`src/rtl/rob_multiport.sv`:
```
// Reorder buffer: allocates an entry per dispatched instruction, collects results
// from NUM_WB writeback buses and retires up to RETIRE_W entries per cycle in program order.
module rob_multiport #(
    parameter int unsigned DEPTH      = 16,
    parameter int unsigned NUM_WB     = 3,
    parameter int unsigned RETIRE_W   = 2,
    parameter int unsigned PREG_WIDTH = 6,
    parameter int unsigned DATA_WIDTH = 32,
    parameter int unsigned PC_WIDTH   = 12,
    localparam int unsigned IDX_W     = $clog2(DEPTH)
) (
    input  logic                           clk,
    input  logic                           rst,
    input  logic                           flush,
    input  logic                           disp_valid,
    output logic                           disp_ready,
    input  logic [PREG_WIDTH-1:0]          disp_rd,
    input  logic [PREG_WIDTH-1:0]          disp_old_rd,
    input  logic [PC_WIDTH-1:0]            disp_pc,
    output logic [IDX_W-1:0]               disp_tag,
    input  logic [NUM_WB-1:0]              wb_valid,
    input  logic [NUM_WB*IDX_W-1:0]        wb_tag,
    input  logic [NUM_WB*DATA_WIDTH-1:0]   wb_data,
    output logic [RETIRE_W-1:0]            ret_valid,
    output logic [RETIRE_W*PREG_WIDTH-1:0] ret_rd,
    output logic [RETIRE_W*PREG_WIDTH-1:0] ret_old_rd,
    output logic [RETIRE_W*DATA_WIDTH-1:0] ret_data,
    output logic [RETIRE_W*PC_WIDTH-1:0]   ret_pc,
    output logic [IDX_W:0]                 count,
    output logic                           empty,
    output logic                           full
);
    localparam int unsigned CNT_W = IDX_W + 1;
    localparam int unsigned RN_W  = $clog2(RETIRE_W + 1);

    logic [DEPTH-1:0]      valid_q;
    logic [DEPTH-1:0]      done_q;
    logic [PREG_WIDTH-1:0] rd_q     [DEPTH];
    logic [PREG_WIDTH-1:0] old_rd_q [DEPTH];
    logic [PC_WIDTH-1:0]   pc_q     [DEPTH];
    logic [DATA_WIDTH-1:0] data_q   [DEPTH];
    logic [IDX_W-1:0]      head;
    logic [IDX_W-1:0]      tail;

    logic                  do_disp;
    logic [IDX_W-1:0]      wb_idx   [NUM_WB];
    logic [NUM_WB-1:0]     wb_hit;
    logic [IDX_W-1:0]      ret_idx  [RETIRE_W];
    logic [RETIRE_W-1:0]   ret_mask;
    logic [RN_W-1:0]       ret_n;
    logic                  blocked;

    // Status is derived from the registered occupancy only
    assign disp_ready = count < CNT_W'(DEPTH);
    assign full       = count == CNT_W'(DEPTH);
    assign empty      = count == '0;
    assign disp_tag   = tail;
    assign do_disp    = disp_valid && disp_ready;

    // Writebacks only land on entries that were already allocated before this edge
    always_comb begin
        wb_hit = '0;
        for (int i = 0; i < int'(NUM_WB); i++) begin
            wb_idx[i] = wb_tag[i*IDX_W +: IDX_W];
            wb_hit[i] = wb_valid[i] && valid_q[wb_idx[i]];
        end
    end

    // Longest in-order prefix of completed entries starting at head
    always_comb begin
        ret_mask = '0;
        ret_n    = '0;
        blocked  = 1'b0;
        for (int k = 0; k < int'(RETIRE_W); k++) begin
            ret_idx[k] = head + IDX_W'(k);
            if (!blocked && valid_q[ret_idx[k]] && done_q[ret_idx[k]]) begin
                ret_mask[k] = 1'b1;
                ret_n       = ret_n + RN_W'(1);
            end else begin
                blocked = 1'b1;
            end
        end
    end

    always_ff @(posedge clk) begin
        if (rst || flush) begin
            head       <= '0;
            tail       <= '0;
            count      <= '0;
            valid_q    <= '0;
            done_q     <= '0;
            ret_valid  <= '0;
            ret_rd     <= '0;
            ret_old_rd <= '0;
            ret_data   <= '0;
            ret_pc     <= '0;
        end else begin
            if (do_disp) begin
                valid_q[tail] <= 1'b1;
                done_q[tail]  <= 1'b0;
                tail          <= tail + IDX_W'(1);
            end
            for (int i = 0; i < int'(NUM_WB); i++) begin
                if (wb_hit[i]) begin
                    done_q[wb_idx[i]] <= 1'b1;
                end
            end
            for (int k = 0; k < int'(RETIRE_W); k++) begin
                if (ret_mask[k]) begin
                    valid_q[ret_idx[k]] <= 1'b0;
                end
                ret_valid[k]                             <= ret_mask[k];
                ret_rd[k*PREG_WIDTH +: PREG_WIDTH]       <= ret_mask[k] ? rd_q[ret_idx[k]] : '0;
                ret_old_rd[k*PREG_WIDTH +: PREG_WIDTH]   <= ret_mask[k] ? old_rd_q[ret_idx[k]] : '0;
                ret_data[k*DATA_WIDTH +: DATA_WIDTH]     <= ret_mask[k] ? data_q[ret_idx[k]] : '0;
                ret_pc[k*PC_WIDTH +: PC_WIDTH]           <= ret_mask[k] ? pc_q[ret_idx[k]] : '0;
            end
            head  <= head + IDX_W'(ret_n);
            count <= count + CNT_W'(do_disp) - CNT_W'(ret_n);
        end
    end

    // Payload storage; highest bus written first so the lowest-index bus wins a tag collision
    always_ff @(posedge clk) begin
        if (!rst && !flush) begin
            if (do_disp) begin
                rd_q[tail]     <= disp_rd;
                old_rd_q[tail] <= disp_old_rd;
                pc_q[tail]     <= disp_pc;
            end
            for (int i = int'(NUM_WB) - 1; i >= 0; i--) begin
                if (wb_hit[i]) begin
                    data_q[wb_idx[i]] <= wb_data[i*DATA_WIDTH +: DATA_WIDTH];
                end
            end
        end
    end
endmodule

```
`config.mk`:
```
export PLATFORM = sky130hd
export DESIGN_NAME = rob_multiport
export DESIGN_NICKNAME = d
export VERILOG_FILES = /design/src/rtl/rob_multiport.sv
export SDC_FILE = /design/constraint.sdc
export NUM_CORES = 2
export LEC_CHECK = 0
export ABC_CLOCK_PERIOD_IN_PS = 15600
export CAP_MARGIN = 20
export CORE_UTILIZATION = 40
export DETAILED_ROUTE_END_ITERATION = 7
export SLEW_MARGIN = 20
export SYNTH_ARGS = -nofsm -noshare
export SYNTH_HDL_FRONTEND = slang
export SYNTH_SLANG_ARGS = --single-unit
```
`constraint.sdc`:
```
create_clock -name clk -period 15.6 [get_ports clk]
set_input_delay 3.12 -clock clk [delete_from_list [all_inputs] [get_ports clk]]
set_output_delay 3.12 -clock clk [all_outputs]
set_load 0.02 [all_outputs]
```
==> results.toml <==
[run_status]
violations = "design-rule violations"
status = "finished with violations"

[synth]
synth_compound_area_frac = 0.0561
synth-simple-area-share = 0.0620
synth-xor-area-share = 0.00182
synth_top_family_by_area = "multiplexers"
yosys.area.top_type = "edfxtp_1"
netlist_instances = 4080
syn-num-nets = 4239
synthArstFlopShare = 0
synthMuxAreaShare = 0.316
ys.warnings.count = 0
ys_seq_elements = 1055
synth_top_area_share = 0.465
synth_ff_type = "edfxtp_1"
synthAdderAreaFrac = 0.00458
synth-edff-count = 896
synth.avg_cell_area_um2 = 14.2
synth_cell_types = 58
ys_seq_area_frac = 0.520
synthTopCellsByArea = "edfxtp_1, mux4_2, mux2i_1"
synth_area_um2 = 57900

[finish]
nets = 4227
final_util = 0.458
multi_input_area_um2 = 25900
design_area_um2 = 65800
fill_cells = 12569
seq_area_um2 = 30100
area_delta_synth_final_pct = 13.7
final_layout_size_suffix_gt1_frac = 0.213
fin_cells = 6087

[pwr]
power.share.clock = 0.473
powerDensity_nw_per_um2 = 95.1
swShare = 0.220
power.switching_mw = 1.38
cellLeakagePower_nw = 24.0
pwr-share-comb = 0.038
p_int_mw = 4.88
pwr-share-seq = 0.489
peakVddDrop_mv = 0.107
finalPower_mw = 6.26

[global_route]
grtUsageTotal = 0.245
antenna_found_initial = 22
grt_max_degree = 98
grt_overflow_total = 0
grt_pass1_wl_mm = 262
grt_pass1_vias = 36805

[clocking]
cts_tree = "yes"
htreeDepth = 3
holdBufCountCts = 0
cts_max_path_buffers = 3
clk_pin_slew_worst_paths_ns = 0.06
postCtsSetupBuffers = 0
insertion_delay_ns = 0.78
postCtsResizedCells = 0
numCtsBuffers = 118
cts_root_buf = "clkbuf_16"
cts_sinks = 1055

[setup_path]
critPathSlowestCell = "buf_4"
critical_path_arrival_ns = 7.04
crit_top_cell = "ha_1"
startpoint_type = "flip-flop"
worstPathRequired_ns = 16.28
cp.buffers_inverters = 4
crit_chain = "buf_4 -> buf_4 -> mux4_1 -> a22oi_1 -> and3_1 -> nand2b_1 -> inv_1 -> ha_1 -> ha_1 -> inv_1 -> ha_1 -> fa_1 -> a21oi_1 -> nor2_1 -> or3_1 -> a21oi_1"
critical-path-max-stage-delay_ns = 0.96
critical_path.top_delay_family = "buffers and inverters"
critPathMaxFanout = 64
end_kind = "flip-flop"
path_class = "reg -> reg"

[timing]
setup_tns_ns = 0
fin_crit_sh = 0.408
tightest_slew_ns = 1.09
maxSlewViolCount = 0
hold_viol_final = 0
rsz0062_at_grt = "false"
setup_viol = 0
clock.fmax_ghz = 0.157
relSlewSlack = 0.273
period_minus_slack_ns = 6.36
clock_skew_ns = 0.0508

[route]
drtIter0Drc = 4232
drc = 40
vias = 37417
wirelength_mm = 181
avgViaCountPerCell = 6.15
drtPass1Iterations = 8
antenna_left = 0
wl_per_cell_um = 29.7

[floorplanning]
rows = 139
start_util = 0.403
die_h_um = 382
ios = 265
core_area_um2 = 144000
die-area_um2 = 146000
die_w_um = 382

[place]
place_hpwl_mm = 105
globalplace.congestion = 0.835
placed_area_um2 = 61700
dp_cells = 5851
io_buffers = 264

[min_path]
hold_class = "reg -> reg"

[flow_run]
cap_viol_max_count = 0
-- metrics by stage --
stage / hold WS, ns / worst slack (ns)
finish: 0.527 / 9.24
global route: 0.559 / 8.86
CTS: 0.529 / 9.16
detailed placement: 0.511 / 8.52
global placement: 0.497 / 8.59
floorplan: 0.475 / 7.17
-- cell usage in the layout (no fill, tap or decap), types with 27 or more instances in the layout --
cell type / count
nor2_1: 377
mux4_2: 561
nand2_4: 27
nand3_1: 28
nor2b_1: 121
o21ai_1: 30
buf_4: 56
edfxtp_1: 896
mux2i_1: 512
a21oi_1: 361
o21ai_0: 141
clkbuf_16: 118
inv_1: 28
dfxtp_1: 155
nand2_1: 191
clkdlybuf4s50_1: 264
-- worst reg2reg max path, delay by kind of cell, from the launching register on --
| family | cells | cell delay, ns |
|---|---|---|
| buf+inv | 4 | 2.17 |
| compound gates | 3 | 0.52 |
| fa+ha+maj | 4 | 1.32 |
| mux | 1 | 0.73 |
| simple gates | 4 | 0.82 |
| flops | 1 | 0.75 |
-- path summary, 6_finish.rpt --
path | from | to | slack (ns) | depth (start not counted)
max | head[0] | count[4] | 9.24 | 16
min | done_q[15] | done_q[15] | 0.53 | 1
max reg2reg | head[0] | count[4] | 9.24 | 16
min reg2reg | done_q[15] | done_q[15] | 0.53 | 1
-- routing by layer --
layer | wire [um] | part of all wire | GRT usage | vias to the layer above
li1 | - | - | - | 15928
met1 | 71500 | 0.40 | 0.326 | 19248
met2 | 88300 | 0.49 | 0.405 | 1886
met3 | 14700 | 0.081 | 0.0415 | 335
met4 | 6150 | 0.034 | 0.0857 | 20
met5 | 132 | 0.00073 | 0 | -
-- registers in the layout, indices dropped and copies added, names as in the netlist --
signal      cells
old_rd_q       96
ret_rd         12
disp_tag        4
ret_pc         24
ret_data       64
rd_q           96
ret_valid       2
pc_q          192
head            4
ret_old_rd     12
data_q        512
done_q         16
valid_q        16
count           5
-- area by class of cell --
type                            count  share of cell area
Tap cell                         1903              0.0362
Timing Repair Buffer              325              0.0483
Antenna cell                       10            0.000380
Inverter                           30             0.00175
Multi-Input combinational cell   2538               0.394
Clock buffer                      151              0.0480
Clock inverter                     75              0.0142
Sequential cell                  1055               0.457
-- cells in the mapped netlist, types with 5 or more instances --
cell type / n
mux2i_1: 512
o21ai_0: 143
clkbuf_1: 254
mux4_2: 561
dfxtp_1: 159
and2_1: 8
buf_1: 43
and3_1: 5
a22o_1: 9
nand3_1: 30
o211ai_1: 10
nand2_1: 214
nand2b_1: 5
buf_6: 32
buf_4: 22
inv_1: 28
mux4_1: 20
nor2b_1: 121
ha_1: 18
edfxtp_1: 896
xor2_1: 6
buf_2: 104
a221oi_1: 14
xnor2_1: 6
a22oi_1: 6
o21ai_1: 30
a21oi_1: 361
and4_1: 5
nor3_1: 8
a31o_2: 10
nor2_1: 391
-- cells by family (layout without fill, tap and decap cells) --
logic type      after synthesis  after routing
mux                        1093           1093
compound gates              603            603
fa+ha+maj                    20             20
simple gates                810            810
other cells                   0             10
xor+xnor                     12             12
buf+inv                     487            581
flops                      1055           1055
-- power by group through the flow --
| stage | Combinational [mW] | Sequential, mW | Clock, mW |
|---|---|---|---|
| after floorplan | 0.129 | 3.12 | 0 |
| after global placement | 0.229 | 3.12 | 0 |
| after detailed placement | 0.234 | 3.12 | 0 |
| after CTS | 0.235 | 3.06 | 3.00 |
| after global routing | 0.258 | 3.06 | 3.10 |
| final | 0.238 | 3.06 | 2.96 |
(Power assumes the default switching activity.)
